[src/rtl/osd_dii_pkg.sv]
//------------------------------------------------------------------------------
// Module   : osd_dii_pkg
// Purpose  : Shared constants and types for the debug-interconnect arbiter.
// Revision : 1.0 - initial release
//------------------------------------------------------------------------------
`default_nettype none
`timescale 1ns/1ps

package osd_dii_pkg;

    localparam int DII_FLIT_W = 16;

    typedef enum logic [0:0] {
        IDLE = 1'b0,
        XFER = 1'b1
    } dii_arb_state_t;

endpackage

`default_nettype wire

[src/rtl/osd_rr_select.sv]
//------------------------------------------------------------------------------
// Module   : osd_rr_select
// Purpose  : Combinational find-first-set starting at a rotating index.
// Revision : 1.0 - initial release
//------------------------------------------------------------------------------
`default_nettype none
`timescale 1ns/1ps

module osd_rr_select
    import osd_dii_pkg::*;
#(
    parameter int PORTS = 2
) (
    input  logic [PORTS-1:0]         req,
    input  logic [$clog2(PORTS)-1:0] ptr,
    output logic [$clog2(PORTS)-1:0] sel,
    output logic                     any
);

    localparam int PW = $clog2(PORTS);

    logic [PW-1:0] w_sel_hi;
    logic [PW-1:0] w_sel_lo;
    logic          w_hit_hi;

    // Lowest requester at or above ptr wins; otherwise wrap to the lowest below it.
    always_comb begin
        w_sel_hi = '0;
        w_sel_lo = '0;
        w_hit_hi = 1'b0;
        for (int i = PORTS - 1; i >= 0; i--) begin
            if (req[i]) begin
                if (i >= int'(ptr)) begin
                    w_hit_hi = 1'b1;
                    w_sel_hi = PW'(i);
                end else begin
                    w_sel_lo = PW'(i);
                end
            end
        end
    end

    assign sel = w_hit_hi ? w_sel_hi : w_sel_lo;
    assign any = |req;

endmodule

`default_nettype wire

[src/rtl/osd_dii_arbiter.sv]
//------------------------------------------------------------------------------
// Module   : osd_dii_arbiter
// Purpose  : Packet-granular round-robin arbiter onto one registered DII port.
// Revision : 1.0 - initial release
//------------------------------------------------------------------------------
`default_nettype none
`timescale 1ns/1ps

module osd_dii_arbiter
    import osd_dii_pkg::*;
#(
    parameter int PORTS = 2,
    parameter int W     = DII_FLIT_W
) (
    input  logic                     clk,
    input  logic                     rst_n,
    input  logic [PORTS*W-1:0]       in_data,
    input  logic [PORTS-1:0]         in_last,
    input  logic [PORTS-1:0]         in_valid,
    output logic [PORTS-1:0]         in_ready,
    output logic [W-1:0]             out_data,
    output logic                     out_last,
    output logic                     out_valid,
    input  logic                     out_ready,
    output logic                     busy,
    output logic [$clog2(PORTS)-1:0] grant
);

    localparam int            GW          = $clog2(PORTS);
    localparam logic [GW-1:0] C_LAST_PORT = GW'(PORTS - 1);

    dii_arb_state_t r_state;
    dii_arb_state_t w_state_next;
    logic [GW-1:0]  r_ptr;
    logic [GW-1:0]  w_ptr_next;
    logic [GW-1:0]  r_grant;
    logic [GW-1:0]  w_grant_next;
    logic [GW-1:0]  w_sel;
    logic           w_any;
    logic           w_can_accept;
    logic           w_xfer;
    logic           w_in_last;
    logic [W-1:0]   w_in_data;
    logic [PORTS-1:0] w_in_ready;
    logic [W-1:0]   r_out_data;
    logic           r_out_last;
    logic           r_out_valid;

    osd_rr_select #(
        .PORTS (PORTS)
    ) u_rr_select (
        .req (in_valid),
        .ptr (r_ptr),
        .sel (w_sel),
        .any (w_any)
    );

    // Output stage can take a flit when empty or draining this cycle.
    assign w_can_accept = !r_out_valid || out_ready;
    assign w_in_data    = in_data[r_grant*W +: W];
    assign w_in_last    = in_last[r_grant];
    assign w_xfer       = (r_state == XFER) && in_valid[r_grant] && w_can_accept;

    always_ff @(posedge clk) begin
        if (!rst_n) begin
            r_state <= IDLE;
            r_ptr   <= '0;
            r_grant <= '0;
        end else begin
            r_state <= w_state_next;
            r_ptr   <= w_ptr_next;
            r_grant <= w_grant_next;
        end
    end

    always_comb begin
        w_state_next = r_state;
        w_ptr_next   = r_ptr;
        w_grant_next = r_grant;
        w_in_ready   = '0;
        case (r_state)
            IDLE: begin
                if (w_any) begin
                    w_grant_next = w_sel;
                    w_state_next = XFER;
                end
            end
            XFER: begin
                w_in_ready[r_grant] = w_can_accept;
                if (w_xfer && w_in_last) begin
                    w_ptr_next   = (r_grant == C_LAST_PORT) ? '0 : r_grant + 1'b1;
                    w_state_next = IDLE;
                end
            end
            default: begin
                w_state_next = IDLE;
            end
        endcase
    end

    // A load in the same cycle as a drain keeps valid high for full throughput.
    always_ff @(posedge clk) begin
        if (!rst_n) begin
            r_out_data  <= '0;
            r_out_last  <= 1'b0;
            r_out_valid <= 1'b0;
        end else if (w_xfer) begin
            r_out_data  <= w_in_data;
            r_out_last  <= w_in_last;
            r_out_valid <= 1'b1;
        end else if (out_ready) begin
            r_out_valid <= 1'b0;
        end
    end

    assign in_ready  = w_in_ready;
    assign out_data  = r_out_data;
    assign out_last  = r_out_last;
    assign out_valid = r_out_valid;
    assign busy      = (r_state == XFER);
    assign grant     = r_grant;

endmodule

`default_nettype wire
[config.mk]
export PLATFORM = sky130hd
export DESIGN_NAME = osd_dii_arbiter
export DESIGN_NICKNAME = d
export VERILOG_FILES = /design/src/rtl/osd_dii_pkg.sv /design/src/rtl/osd_rr_select.sv /design/src/rtl/osd_dii_arbiter.sv
export SDC_FILE = /design/constraint.sdc
export NUM_CORES = 1
export LEC_CHECK = 0
export BUFFER_PORTS_ARGS = -buffer_cell sky130_fd_sc_hd__buf_2
export CAP_MARGIN = 20
export CORE_UTILIZATION = 46
export DETAILED_ROUTE_END_ITERATION = 8
export PLACE_DENSITY = 0.83
export SLEW_MARGIN = 15
export SYNTH_ARGS = -nofsm -noshare
export SYNTH_HDL_FRONTEND = slang
export SYNTH_HIERARCHICAL = 1
export SYNTH_SLANG_ARGS = --single-unit
[constraint.sdc]
create_clock -name clk -period 3.3 [get_ports clk]
set_clock_uncertainty 0.2 [all_clocks]
set_input_delay 0.66 -clock clk [delete_from_list [all_inputs] [get_ports clk]]
set_output_delay 0.66 -clock clk [all_outputs]
set_load 0.02 [all_outputs]
==> qor.csv, run 1 <==
metric;value;unit
I/O pin cnt;61;
Routed Antenna Nets;0;
minimum clock period;2.48;ns
CP required;2.44;ns
CTS Hold Bufs;0;
number of global-route vias before repair;991;
Synth cell types;22;
Rows;17;
WP data arrival;1.62;ns
clk slew on worst S/H paths;0.12;ns
share of post-route cells with drive strength above 1;42.2;%
Reg-to-Reg Start;grant;
initial core utilization;49.2;%
crit path max fanout;24;
Hold Vio Cnt, Final;0;
HP Class;reg -> reg;
total power;0.566;mW
share of Yosys cell area claimed by the top area cell type;38.6;%
fin worst setup slack;0.818;ns
worst skew pair latency;0.32;ns
Via-to-Cell Ratio;5.68;
Max IR drop VDD;266;µV
number of register bits inferred by synthesis;21;
All-Layer GR Usage;22.5;%
largest net degree at the start of global routing;25;
reg-to-reg slack, setup;1.13;ns
clock sink count;21;
routability cong.;0.688;
Resized Gates After CTS;0;
final core occ;63.2;%
Die Y;50.6;µm
routed vias;1074;
worst slew pin tran;0.772;ns
RSZ-0062 raised after global routing;no;
die area;0.00256;mm²
number of post-CTS setup repair buffers;0;
CP Capture Type;output port;
Port Buffers;60;
WL/cell;14.5;µm
Synth Instances;107;
hpwl dp;1930;µm
Final TNS setup;0;ns
worst-case headroom to the max-slew limit;48.5;%
Synthesized Nets;146;
DRT iter0 DRCs;21;
CORE AREA;0.00221;mm²
R2R cell count;3;
Yosys warning count;6;
detailed-router iteration count before antenna repair;4;
leading area contributor after synthesis;dfxtp_1;
Critical Path Stages;3;
CP top delay family;flip-flops;
total global routing overflow;0;
H-tree levels;1;
crit path cell chain;nand2_1 -> nor2_1 -> buf_2;
Max stage delay on crit path;0.81;ns
mean post-synth cell area;10.2;µm²
number of antenna violations at the first check in global routing;0;
CP startpoint kind;flip-flop;
pre-CTS WS;1.05;ns
HP Start;r_ptr;
Cell Pwr Density;405;mW/mm²
placed cells;185;
DRC;0;
max-slew violations;0;
synthesized cell area;0.00109;mm²
root buffer cell;clkbuf_4;
status;finished, final reports clean;
r2r endpoint;r_ptr;
largest cells by area after synthesis;dfxtp_1, mux2i_1, o211a_1;
Final #Nets;201;
Area Overhead vs Synth;28.4;%
sequential area share after synthesis;38.6;%
kind of critical path;reg -> out;
first-pass GRT wire length;4240;µm
Antenna Cells;0;
Crit. Startpoint;busy;
final WL;2740;µm
Setup crit end;in_ready[0];
Clock Path Buffers;2;
fin cells;189;
f_max;403;MHz
CP bufs+invs;1;
P_leak;0.806;nW
Max Cap Viol;0;
CTS tree;built;
Die Wd;50.6;µm
Tcrit/Tclk final;75.2;%
clock buffer count from CTS;3;
Slowest cell on crit path;dfxtp_1;
Final Setup Violations;0;
## layer usage
metal | global-route usage, % | up-vias | share of wire [%]
met5 | 0 | - | 0
met4 | 12.5 | 0 | 2.2
met3 | 4.85 | 7 | 4.8
met2 | 40.7 | 35 | 51
met1 | 23.8 | 512 | 42
li1 | - | 520 | -
## final cells by class
type                            count  area, µm²
Clock buffer                        3       22.5
Clock inverter                      1       5.00
Fill cell                         204        815
Inverter                            3       11.3
Multi-Input combinational cell     71        588
Sequential cell                    21        420
Tap cell                           28       35.0
Timing Repair Buffer               62        315
## cells in the mapped netlist
cell and n:
buf_2 1, o211a_1 17, or2_1 1, and3_4 1
clkbuf_1 8, o21ai_0 2, and3_1 1, nand3b_1 1
o32ai_1 1, nand2_1 2, nor2_1 2, inv_1 3
mux2_4 1, dfxtp_1 21, mux2i_1 19, nand2b_1 1
a2111oi_0 1, and2_1 1, nor2b_1 2, buf_6 3
nand4_1 17, a21boi_1 1
## worst min path at each step
stage                    to  cells after the start
2_1_floorplan         r_ptr                      2
3_3_place_gp          r_ptr                      2
3_5_place_dp   out_data[15]                      1
4_1_cts               r_ptr                      2
5_1_grt               r_ptr                      2
6_report              r_ptr                      2
## sequential cells by signal (all words and copies together), names as in the netlist
name       count
busy           1
grant          1
out_data      16
out_last       1
out_valid      1
r_ptr          1
## stage by stage
stage | hold slack (ns) | cell area [µm²]
final | 0.304 | 1400
after global placement | 0.269 | 1370
after floorplan | 0.248 | 1090
after global routing | 0.325 | 1400
after CTS | 0.303 | 1400
after detailed placement | 0.281 | 1370
## worst reg2reg max path: cells and delay by family (launching register included)
kind               cells  cell delay (ns)
DFF                    1             0.85
AOI/OAI and AO/OA      2             0.72
muxes                  1             0.25
## cells by family (layout without fill, tap and decap cells)
group | Yosys count | count (layout) | share of synthesized area, %
buffers and inverters | 15 | 69 | 7.36
AO/OA/AOI/OAI | 22 | 22 | 18.9
AND/OR/NAND/NOR | 29 | 29 | 16.3
multiplexers | 20 | 20 | 18.8
flip-flops | 21 | 21 | 38.6
## cell usage in the layout, fill, tap and decap left out
cell type  synthesis  layout
a2111oi_0          1       1
a21boi_1           1       1
and2_1             1       1
and3_1             1       1
and3_4             1       1
buf_2              1      60
buf_4              0       2
clkbuf_4           0       3
clkinv_2           0       1
dfxtp_1           21      21
inv_1              3       3
mux2_4             1       1
mux2i_1           19      19
nand2_1            2       2
nand2b_1           1       1
nand3b_1           1       1
nand4_1           17      17
nor2_1             2       2
nor2b_1            2       2
o211a_1           17      17
o21ai_0            2       2
o32ai_1            1       1
or2_1              1       1
## where the power goes
part / total (mW) / switching [mW] / internal [mW]
combinational: 0.141 / 0.0761 / 0.0648
sequential: 0.294 / 0.0200 / 0.274
clock: 0.131 / 0.0858 / 0.0454
total: 0.566 / 0.182 / 0.384
No activity file was read; power rests on OpenSTA's default activity.
==> inputs of run 2 (changes only) <==
Settings changed: CORE_UTILIZATION 46 to 39, PLACE_DENSITY 0.83 to 0.75.
Clock period 3.3 ns to 2.1 ns, I/O delays scaled along.
==> qor.csv, run 2 (same netlist as run 1, synthesis figures left out) <==
metric;value;unit
clock buffer count from CTS;3;
DRC;0;
die area;0.00301;mm²
area of the multi-input gates;588;µm²
Antenna Cells;0;
CP startpoint kind;flip-flop;
Final #Nets;204;
HP Class;in -> reg;
final core occ;55.4;%
H-tree levels;1;
Final TNS setup;0;ns
Hold Vio Cnt, Final;0;
worst-case headroom to the max-slew limit;57.6;%
CP top delay family;buffers and inverters;
fin worst setup slack;0.106;ns
Via-to-Cell Ratio;5.47;
Clock Path Buffers;2;
RSZ-0062 raised after global routing;no;
Max IR drop VDD;406;µV
Max stage delay on crit path;0.44;ns
WP data arrival;1.37;ns
detailed-router iteration count before antenna repair;4;
register area;420;µm²
number of post-CTS setup repair buffers;0;
Die Wd;54.8;µm
initial core utilization;42.4;%
commonest cells after routing, fill and taps aside;buf_2, dfxtp_1, mux2i_1;
routability cong.;0.729;
Port Buffers;60;
f_max;501;MHz
CP required;1.48;ns
P_leak;0.817;nW
DRT iter0 DRCs;10;
minimum clock period;1.99;ns
first-pass GRT wire length;3820;µm
Pint;0.610;mW
Max Cap Viol;0;
commonest non-fill, non-tap cell in the layout;buf_2;
I/O pin cnt;61;
total global routing overflow;0;
number of global-route vias before repair;915;
share of post-route cells with drive strength above 1;42.7;%
pre-CTS WS;0.319;ns
crit path cell chain;buf_4 -> and3_1 -> buf_2;
Comb pwr share;26.7;%
crit path max fanout;15;
WL/cell;13.9;µm
hpwl dp;1970;µm
root buffer cell;clkbuf_4;
Area Overhead vs Synth;30.6;%
Die Y;54.8;µm
Rows;18;
max-slew violations;0;
final WL;2700;µm
kind of critical path;reg -> out;
sequential cell fraction of total power;51.7;%
max reg flops;16;
P_sw;0.268;mW
CTS Hold Bufs;0;
largest net degree at the start of global routing;23;
worst skew pair latency;0.29;ns
CTS tree;built;
Tcrit/Tclk final;95.0;%
fillers;262;
Cell Pwr Density;617;mW/mm²
Hold Path Stages;3;
part of the power in the clock network;21.6;%
status;finished, final reports clean;
number of antenna violations at the first check in global routing;0;
Slowest cell on crit path;dfxtp_1;
Critical Path Stages;3;
CP bufs+invs;2;
clk slew on worst S/H paths;0.11;ns
clock sink count;21;
sw frac;30.5;%
Routed Antenna Nets;0;
Resized Gates After CTS;0;
R2R cell count;3;
worst slew pin tran;0.620;ns
CORE AREA;0.00257;mm²
Final Setup Violations;0;
CP Capture Type;output port;
routed vias;1062;
All-Layer GR Usage;17.9;%
-- run 2: final timing paths --
check,from,slack [ns],endpoint
worst max register to register,busy,0.31,r_ptr
worst min-delay path,in_last[0],0.23,r_ptr
worst min register to register,r_ptr,0.29,r_ptr
worst max-delay path,grant,0.11,in_ready[1]
-- run 2: power groups by stage --
stage | Sequential (mW) | Combinational (mW) | Clock [mW]
after floorplan | 0.494 | 0.117 | 0
after global placement | 0.460 | 0.231 | 0
after detailed placement | 0.461 | 0.236 | 0
after CTS | 0.452 | 0.237 | 0.198
after global routing | 0.457 | 0.255 | 0.210
final | 0.453 | 0.235 | 0.190
-- run 2: area by class of cell --
cell class | instances | share of cell area (%)
multi-input combinational | 71 | 41.4
timing repair buffer | 65 | 23.8
sequential | 21 | 29.6
inverter | 3 | 0.792
clock buffer | 4 | 1.85
tap | 30 | 2.64
-- run 2: worst reg2reg max path, cell delays in order (launching register included) --
cell and delay [ns]:
dfxtp_1 0.58, inv_1 0.10, a2111oi_0 0.60, o32ai_1 0.16
-- run 2: stage by stage --
stage	power, mW	hold WS [ns]	instance area, µm²	instances
detailed placement	0.697	0.275	1400	190
CTS	0.887	0.221	1420	194
global placement	0.691	0.262	1400	190
floorplan	0.611	0.248	1090	107
global route	0.922	0.212	1420	194
finish	0.877	0.234	1420	194
-- run 2: layer usage --
metal | up-vias | share of wire [%] | global-route usage (%)
met5 | - | 0 | 0
met1 | 495 | 43 | 19.8
met3 | 2 | 7.9 | 4.72
met2 | 43 | 49 | 31.9
met4 | 0 | 0.48 | 6.84
li1 | 522 | - | -
==> inputs of run 3 (changes only) <==
Settings changed: CORE_UTILIZATION 39 to 41, CTS_BUF_LIST set to sky130_fd_sc_hd__clkbuf_8, HOLD_SLACK_MARGIN set to 0.08, PLACE_DENSITY 0.75 to 0.78.
==> qor.csv, run 3 (same netlist as run 1, synthesis figures left out) <==
metric;value;unit
clock sink count;21;
number of post-CTS setup repair buffers;0;
total global routing overflow;0;
P_leak;0.828;nW
CP Capture Type;output port;
initial core utilization;43.5;%
detailed-router iteration count before antenna repair;4;
Resized Gates After CTS;0;
first-pass GRT wire length;4100;µm
worst skew pair latency;0.25;ns
clk slew on worst S/H paths;0.07;ns
WP data arrival;1.38;ns
routability cong.;0.786;
Final TNS setup;0;ns
routed vias;1030;
RSZ-0062 raised after global routing;no;
CP required;1.48;ns
max reg flops;16;
crit path max fanout;10;
Hold Vio Cnt, Final;0;
Max Cap Viol;0;
root buffer cell;clkbuf_8;
Die Wd;53.5;µm
CORE AREA;0.00250;mm²
H-tree levels;1;
Final Setup Violations;0;
clock buffer count from CTS;3;
Final #Nets;204;
Via-to-Cell Ratio;5.31;
pre-CTS WS;0.261;ns
Clock Path Buffers;2;
hpwl dp;1960;µm
CP startpoint kind;flip-flop;
share of post-route cells with drive strength above 1;43.3;%
Antenna Cells;0;
status;finished, final reports clean;
die area;0.00286;mm²
max-slew violations;0;
worst slew pin tran;0.752;ns
WL/cell;13.5;µm
DRC;0;
worst-case headroom to the max-slew limit;48.6;%
Rows;18;
number of global-route vias before repair;986;
Max IR drop VDD;490;µV
commonest cells after routing, fill and taps aside;buf_2, dfxtp_1, mux2i_1;
CTS tree;built;
area of the multi-input gates;588;µm²
final WL;2620;µm
fin worst setup slack;0.0982;ns
largest net degree at the start of global routing;23;
CTS Hold Bufs;0;
HP Class;in -> reg;
number of antenna violations at the first check in global routing;0;
Tcrit/Tclk final;95.3;%
Cell Pwr Density;653;mW/mm²
I/O pin cnt;61;
All-Layer GR Usage;19.9;%
kind of critical path;reg -> out;
Routed Antenna Nets;0;
commonest non-fill, non-tap cell in the layout;buf_2;
Port Buffers;60;
minimum clock period;2.00;ns
reg-to-reg slack, setup;0.23;ns
register area;420;µm²
Area Overhead vs Synth;32.4;%
Die Y;53.5;µm
fillers;236;
f_max;500;MHz
DRT iter0 DRCs;7;
## run 3: cell types whose count changed in the layout (fill, tap and decap cells not counted)
cell / delta
clkbuf_4: -3
clkbuf_8: +3
clkbuf_1: -1
clkinv_2: +1
## run 3: critical path, stage by stage, from the launching register on
cell and delay [ns]:
dfxtp_1 0.51, buf_4 0.28, and3_1 0.17, buf_2 0.16
## run 3: per-stage QoR
stage	area, µm²	utilization [%]	instances	hold WS (ns)	power (mW)
6_report	1440	57.7	194	0.268	0.941
5_1_grt	1440	57.7	194	0.275	0.998
4_1_cts	1440	57.7	194	0.257	0.954
3_5_place_dp	1400	55.8	190	0.280	0.697
3_3_place_gp	1400	55.8	190	0.267	0.689
2_1_floorplan	1090	-	107	0.248	0.611
## run 3: layout make-up
type	instances	share of cell area, %
Multi-Input combinational cell	71	40.8
Timing Repair Buffer	65	23.4
Sequential cell	21	29.2
Clock inverter	1	0.347
Inverter	3	0.781
Clock buffer	3	2.86
Tap cell	30	2.60
## run 3: layer usage
metal / wire length (µm) / track usage (%) / part of all wire [%]
met5: 0 / 0 / 0
met1: 1110 / 21.7 / 42
met4: 19 / 7.89 / 0.73
met3: 173 / 4.89 / 6.6
met2: 1320 / 36.3 / 50
## run 3: worst paths after layout
check	start	to	cells past startpoint
worst max-delay path	grant	in_ready[1]	3
worst min-delay path	in_last[0]	r_ptr	3
worst max register to register	grant	r_ptr	3
worst min register to register	r_ptr	r_ptr	2
## run 3: power by group
group	leakage, nW	internal (mW)	switching [mW]
clock	0.0255	0.132	0.123
sequential	0.173	0.430	0.0214
combinational	0.630	0.105	0.129
total	0.828	0.668	0.274
